## src/rtl/div_unit.sv

```systemverilog
// div_unit: multi-cycle radix-2 restoring divider for DIV/DIVU.
// Ports: clk, rst (sync, active-high); start_i/signed_i/annul_i control;
// dividend_i/divisor_i operands; result_o {remainder, quotient}; ready_o
// one-cycle done pulse; stallreq_for_ex pipeline stall request.
// Optional: define DIV_ZERO_FLAG_EN to add div_by_zero_o (high with ready_o
// when the divisor was zero).
module div_unit #(
  parameter int DATA_W = 32
) (
  input  logic                clk,
  input  logic                rst,
  input  logic                start_i,
  input  logic                signed_i,
  input  logic                annul_i,
  input  logic [DATA_W-1:0]   dividend_i,
  input  logic [DATA_W-1:0]   divisor_i,
  output logic [2*DATA_W-1:0] result_o,
  output logic                ready_o,
  output logic                stallreq_for_ex
`ifdef DIV_ZERO_FLAG_EN
  ,
  output logic                div_by_zero_o
`endif
);
  localparam int CW = $clog2(DATA_W);
  typedef enum logic [1:0] {IDLE, DIV_ZERO, ON, END} state_t;
  state_t state, nxt;
  logic [CW-1:0] cnt;
  logic [DATA_W-1:0] rem, dvd, dsr, rem_n, quo_n, abs_a, abs_b;
  logic [DATA_W:0] diff;
  logic neg_q, neg_r, last;
  assign stallreq_for_ex = start_i & ~ready_o;
  assign last = cnt == CW'(DATA_W - 1);
  assign abs_a = (signed_i & dividend_i[DATA_W-1]) ? -dividend_i : dividend_i;
  assign abs_b = (signed_i & divisor_i[DATA_W-1]) ? -divisor_i : divisor_i;
  // Trial subtraction on the shifted partial remainder; the borrow bit
  // decides both the restore and the new quotient bit.
  assign diff = {rem, dvd[DATA_W-1]} - {1'b0, dsr};
  assign rem_n = diff[DATA_W] ? {rem[DATA_W-2:0], dvd[DATA_W-1]} : diff[DATA_W-1:0];
  assign quo_n = {dvd[DATA_W-2:0], ~diff[DATA_W]};
  always_ff @(posedge clk)
    if (rst) state <= IDLE;
    else state <= nxt;
  always_comb begin
    nxt = state;
    nxt = annul_i              ? IDLE :
          state == IDLE        ? (start_i ? (divisor_i == '0 ? DIV_ZERO : ON) : IDLE) :
          state == DIV_ZERO    ? END :
          state == ON          ? (last ? END : ON) : IDLE;
  end
  always_ff @(posedge clk)
    if (rst) begin
      cnt      <= '0;
      rem      <= '0;
      dvd      <= '0;
      dsr      <= '0;
      neg_q    <= 1'b0;
      neg_r    <= 1'b0;
      result_o <= '0;
      ready_o  <= 1'b0;
`ifdef DIV_ZERO_FLAG_EN
      div_by_zero_o <= 1'b0;
`endif
    end else begin
      ready_o <= nxt == END;
`ifdef DIV_ZERO_FLAG_EN
      div_by_zero_o <= nxt == END && state == DIV_ZERO;
`endif
      if (state == IDLE && start_i && !annul_i) begin
        cnt   <= '0;
        rem   <= '0;
        dvd   <= abs_a;
        dsr   <= abs_b;
        neg_q <= signed_i & (dividend_i[DATA_W-1] ^ divisor_i[DATA_W-1]);
        neg_r <= signed_i & dividend_i[DATA_W-1];
      end
      if (state == ON && !annul_i) begin
        rem <= rem_n;
        dvd <= quo_n;
        cnt <= cnt + 1'b1;
      end
      // Result is captured with the sign fix-up on the edge entering END.
      if (nxt == END)
        result_o <= state == DIV_ZERO ? '0 : {neg_r ? -rem_n : rem_n, neg_q ? -quo_n : quo_n};
    end
endmodule
```

## config.mk

```make
export PLATFORM = sky130hd
export DESIGN_NAME = div_unit
export DESIGN_NICKNAME = d
export VERILOG_FILES = /design/src/rtl/div_unit.sv
export SDC_FILE = /design/constraint.sdc
export NUM_CORES = 1
export LEC_CHECK = 0
export BUFFER_PORTS_ARGS = -buffer_cell sky130_fd_sc_hd__buf_2
export CORE_MARGIN = 2
export CORE_UTILIZATION = 40
export DETAILED_ROUTE_END_ITERATION = 16
export SLEW_MARGIN = 25
export SYNTH_ARGS = -nofsm -noshare
export SYNTH_HDL_FRONTEND = slang
export SYNTH_SLANG_ARGS = --single-unit
```

## constraint.sdc

```tcl
create_clock -name clk -period 6.3 [get_ports clk]
set_input_delay 1.26 -clock clk [delete_from_list [all_inputs] [get_ports clk]]
set_output_delay 1.26 -clock clk [all_outputs]
set_load 0.02 [all_outputs]
```

### After elaboration in Yosys (flattened, before gate mapping)

Cells that the tools add are included.

| word-level totals | value |
|---|---|
| register bits | 170 |
| bits of input ports | 69 |
| output and inout port bits | 66 |
| word-level logic and storage cells | 52 |

| cells by class | value |
|---|---|
| $add $sub $neg | 6 |
| equality and inequality tests | 4 |
| multiplexer cells | 19 |
| bitwise logic cells | 7 |
| reductions and logical operators | 7 |

Operators with widths:

| cell | number |
|---|---|
| $mux W32 | 9 |
| $neg A32 Y32 | 4 |
| $mux W64 | 1 |
| $sub A33 B32 Y33 | 1 |
| $logic_not A32 Y1 | 1 |
| $mux W2 | 6 |
| $mux W5 | 2 |
| $add A5 B1 Y5 const B | 1 |
| $eq A5 B5 Y1 const B | 1 |
| $and A1 B1 Y1 | 4 |
| $eq A2 B2 Y1 const B | 2 |
| $logic_and A1 B1 Y1 | 3 |
| $eq A2 B1 Y1 const B | 1 |
| $logic_not A2 Y1 | 1 |
| $not A1 Y1 | 2 |
| $reduce_bool A2 Y1 | 1 |
| $logic_not A1 Y1 | 1 |
| $mux W1 | 1 |
| $xor A1 B1 Y1 | 1 |

### Longest topological paths before layout

| depth | value |
|---|---|
| depth in word-level cells | 7 |
| gate-level depth with buffers | 26 |
| gate-level depth less buffers | 21 |

### Worst setup path after synthesis

No wires, ideal clock.

| path | value |
|---|---|
| kind | flip-flop to flip-flop |
| start point | register dvd[31] |
| end point | register result_o[26] |
| arrival time | 4.959 ns |
| data required time | 6.172 ns |
| setup slack | 1.213 ns |
| cell stages (with the launch flop) | 25 |
| path buffers | 4 |
| clock period less this slack | 5.087 ns |
| cells stage by stage | dfxtp_1 > inv_1 > ha_1 > inv_1 > fa_1 > a211oi_1 > o31a_1 > a211o_1 > a211o_1 > a21oi_2 > nor2_8 > inv_2 > buf_6 > buf_2 > buf_2 > buf_1 > ha_1 > nand2_1 > or2_2 > or3_1 > or3_1 > o31ai_1 > xnor2_1 > a22oi_1 > nor2_1 |

| between the ends | value |
|---|---|
| longest elaborated chain between the ends | 5 |

Ends and longest elaborated chain:

| item | RTL line | source |
|---|---|---|
| from (decl) | 29 | `logic [DATA_W-1:0] rem, dvd, dsr, rem_n, quo_n, abs_a, abs_b;` |
| from (signal assigned) | 72 | `dvd <= abs_a;` |
| from (signal assigned) | 79 | `dvd <= quo_n;` |
| $sub A33 B32 Y33 | 38 | `assign diff = {rem, dvd[DATA_W-1]} - {1'b0, dsr};` |
| $not A1 Y1 | 40 | `assign quo_n = {dvd[DATA_W-2:0], ~diff[DATA_W]};` |
| $neg A32 Y32 | 84 | `result_o <= state == DIV_ZERO ? '0 : {neg_r ? -rem_n : rem_n, neg_q ? -quo_n : quo_n};` |
| $mux W32 | 84 |  |
| $mux W64 | 84 |  |
| to (signal assigned) | 84 |  |
| to (decl) | 17 | `output logic [2*DATA_W-1:0] result_o,` |

No other way between the ends.
A chain may end at the register's enable or synchronous reset.

### Final worst setup path

| path | value |
|---|---|
| start point | register dvd[31] |
| end point | register result_o[62] |

| between the ends | value |
|---|---|
| longest elaborated chain between the ends | 5 |

Ends and longest elaborated chain:

| item | RTL line | source |
|---|---|---|
| $sub A33 B32 Y33 | 38 |  |
| $mux W32 * | 39 | `assign rem_n = diff[DATA_W] ? {rem[DATA_W-2:0], dvd[DATA_W-1]} : diff[DATA_W-1:0];` |
| $neg A32 Y32 | 84 |  |
| $mux W32 * | 84 |  |
| $mux W64 * | 84 |  |

Every way passes the cells marked *; elsewhere a longest branch is shown, timed or not.

==> flow_metrics.env <==
export IMPL_num_vias=11300
export IMPL_nets=1713
export IMPL_cts_buffers=17
export IMPL_reg2reg_depth=17
export IMPL_initial_core_util_pct=40.4
export IMPL_switchingPower_mw=0.898
export IMPL_syn_inst=1537
export IMPL_pwr_share_seq_pct=41.1
export IMPL_start_kind="register"
export IMPL_syn_area_per_cell_sq_um=7.51
export IMPL_dr_pass1_iters=5
export IMPL_end_kind="register"
export IMPL_worst_pin_slew_ns=0.998
export IMPL_overflow=0
export IMPL_synth_mux_area_share_pct=3.35
export IMPL_ctsHtreeMaxLevel=4
export IMPL_fmax_mhz=193
export IMPL_yosys_warnings=0
export IMPL_fin_crit_sh_pct=82.2
export IMPL_cts_resized=0
export IMPL_p_int_mw=1.86
export IMPL_fin_tns_setup_ns=0
export IMPL_critPathLaunch="dvd[31]"
export IMPL_io_pin_count=135
export IMPL_ys_types=72
export IMPL_leakagePower_nw=5.03
export IMPL_status="complete, no violations"
export IMPL_netSwitchingFraction_pct=32.6
export IMPL_drive_gt1_share_pct=12.8
export IMPL_p_clk_share_pct=40.6
export IMPL_hold_viol_final=0
export IMPL_ys_ff_latch=170
export IMPL_synth_xor_area_share_pct=10.2
export IMPL_rrSetupSlack_ns=1.12
export IMPL_synthTopCellsByArea="dfxtp_1 (29%), nor2_1 (6.2%), xnor2_1 (5.9%)"
export IMPL_first_global_vias=10300
export IMPL_synth_top_area_cell="dfxtp_1"
export IMPL_place_area_sq_um=12400
export IMPL_rr_endpoint="result_o[62]"
export IMPL_synth_edf_count=0
export IMPL_comb_power_share_pct=18.3
export IMPL_die_area_sq_um=30200
export IMPL_crit_type="register to register"
export IMPL_design_core_area_sq_um=28500
export IMPL_required_ns=6.63
export IMPL_yosys_area_share_adder_pct=4.62
export IMPL_worstSetupEndpoint="result_o[62]"
export IMPL_worstReg2RegStart="dvd[31]"
export IMPL_antenna_found_initial=3
export IMPL_syn_area_sq_um=11500
export IMPL_hpwl_um=26500
export IMPL_io_buffers=134
export IMPL_synth_compound_area_share_pct=23.7
export IMPL_stdcell_area_sq_um=13000
export IMPL_clock_sinks=170
export IMPL_maxSlewHeadroom_pct=33.3
export IMPL_hold_path_class="register to register"
export IMPL_crit_arrival_ns=5.51
export IMPL_drt_total_wl_um=35000
export IMPL_cts_max_path_buffers=2
export IMPL_period_needed_ns=5.18
export IMPL_cts_hold_fix_buffers=0
export IMPL_clk_pin_slew_worst_paths_ns=0.07
export IMPL_avgViaCountPerCell=5.67
export IMPL_async_flop_share_pct=0
export IMPL_powerDensity_nw_per_um2=212
export IMPL_synth_top_area_share_pct=29.5
export IMPL_ys_seq_area_share_pct=29.5
export IMPL_rsz0062_at_grt="no"
export IMPL_post_cts_setup_buffer_count=0
export IMPL_drt_iter0_markers=1277
export IMPL_cap_violations=0
export IMPL_root_buffer="clkbuf_16"
export IMPL_syn_nets=1648
export IMPL_critPathMaxFanout=45
export IMPL_drc_errors=0
export IMPL_ys_flop_type="dfxtp_1"
export IMPL_skew_ns=0.0123
export IMPL_setup_viol=0
export IMPL_grt_use_total_pct=23.1
export IMPL_routedWlPerCell_um=17.5
export IMPL_num_rows=62
export IMPL_synthSimpleGateAreaFrac_pct=23.1
export IMPL_grt_max_degree=98
export IMPL_drv_slew=0
export IMPL_area_delta_synth_final_pct=13.0
export IMPL_peakVddDrop_uv=187
export IMPL_grt_pass1_wl_um=56900
export IMPL_cts_tree="built"
export IMPL_die_w_um=174
export IMPL_dieHeight_um=174
export IMPL_antenna_left=0
export IMPL_clock_latency_ns=0.45
export IMPL_gp_congestion=0.918
export IMPL_synth_top_family_by_area="compound AO/OA/AOI/OAI gates"
## registers in the layout, summed over array words and instances (netlist names)
register and count:
cnt 5, dsr 32, dvd 32, neg_q 1, neg_r 1, ready_o 1, rem 32, result_o 64
state 2
## cell families after synthesis
logic type / count (synthesis)
flops: 170
xor+xnor: 135
compound gates: 414
mux: 38
fa+ha+maj: 42
buf+inv: 161
simple gates: 577
## cells in the final DEF, fill, tap and decap left out, types with 33 or more instances in the layout
cell	count
xor2_1	57
a21oi_1	87
nand3_1	59
nor2_1	187
a211oi_1	37
mux2i_1	33
nand2_1	163
inv_1	61
o21ai_0	66
dfxtp_1	170
ha_1	41
a31oi_1	60
buf_2	133
xnor2_1	78
## Yosys cell counts (4+ instances only)
library cell  count
nand2b_1         12
dfxtp_1         170
o31a_1            6
a22oi_1          32
nand3_1          59
ha_1             41
nand4_1          14
nand3b_1          4
a41oi_1           4
xnor2_1          78
o21ai_0          66
a31oi_1          60
nor3_1           32
xor2_1           57
nand2_1         163
buf_2            10
and3_1            6
nor2b_1          10
or4_1            10
mux2i_1          33
o211ai_1         10
buf_1             7
nor2_1          190
o31ai_1          23
nor4_1           19
o21a_1            9
inv_1            61
o21ai_1          12
a211oi_1         37
a22o_1            6
o21bai_1          4
mux2_2            5
or2_2             9
and2_1            9
a21o_1            7
clkbuf_1         80
a21oi_1          87
o41ai_1          12
a311oi_1          7
or3_1            29
## worst max-delay path, cell delays in order (launching register included)
cell and delay (ns):
dfxtp_1 0.39, inv_1 0.06, ha_1 0.20, inv_1 0.07, fa_1 0.24, a211oi_1 0.11
o31a_1 0.38, a211o_1 0.36, a211o_1 0.31, and3_1 0.28, nor2_8 0.65, inv_2 0.15
buf_4 0.29, and3_1 0.20, a311oi_1 0.61, nor3_1 0.17, and3_1 0.21, or3_1 0.36
## stage by stage
stage	hold WS, ns	instances	utilization (%)	worst slack, ns	total power, mW
2_1_floorplan	0.432	1537	-	1.21	1.50
3_3_place_gp	0.433	1967	43.4	1.28	1.65
3_5_place_dp	0.435	1967	43.4	1.19	1.65
4_1_cts	0.445	1999	45.6	1.16	2.77
5_1_grt	0.463	2002	45.7	0.747	2.88
6_report	0.444	2002	45.7	1.12	2.76
## layer usage
metal,routed length [um],GRT usage [%],vias to the layer above
met5,0,0,-
met4,436,5.46,0
met3,2470,3.84,28
met2,13800,31.2,390
met1,18300,37.3,5245
li1,-,-,5682
## power groups by stage
stage	registers [mW]	clock network, mW	logic (mW)
floorplan	1.14	0	0.358
global placement	1.16	0	0.491
detailed placement	1.16	0	0.495
CTS	1.13	1.14	0.497
global route	1.14	1.19	0.555
finish	1.13	1.12	0.505
## final cells by class
type	instances	area [sq um]
diodes	3	7.51
clock buffers	17	425
clock inverters	15	201
fillers	2996	15500
inverters	62	233
multi-input cells	1206	7530
flip-flops and latches	170	3400
well taps	384	480
repair buffers	145	759
## how the worst min path moves through the flow
stage | start | to | slack, ns | cells past startpoint
2_1_floorplan | dsr[31] | dsr[31] | 0.43 | 2
3_3_place_gp | result_o[45] | result_o[45] | 0.43 | 2
3_5_place_dp | result_o[54] | result_o[54] | 0.44 | 2
4_1_cts | result_o[54] | result_o[54] | 0.45 | 2
5_1_grt | result_o[41] | result_o[41] | 0.46 | 2
6_report | result_o[54] | result_o[54] | 0.44 | 2
Note: power is estimated with default switching activity, not from simulation.
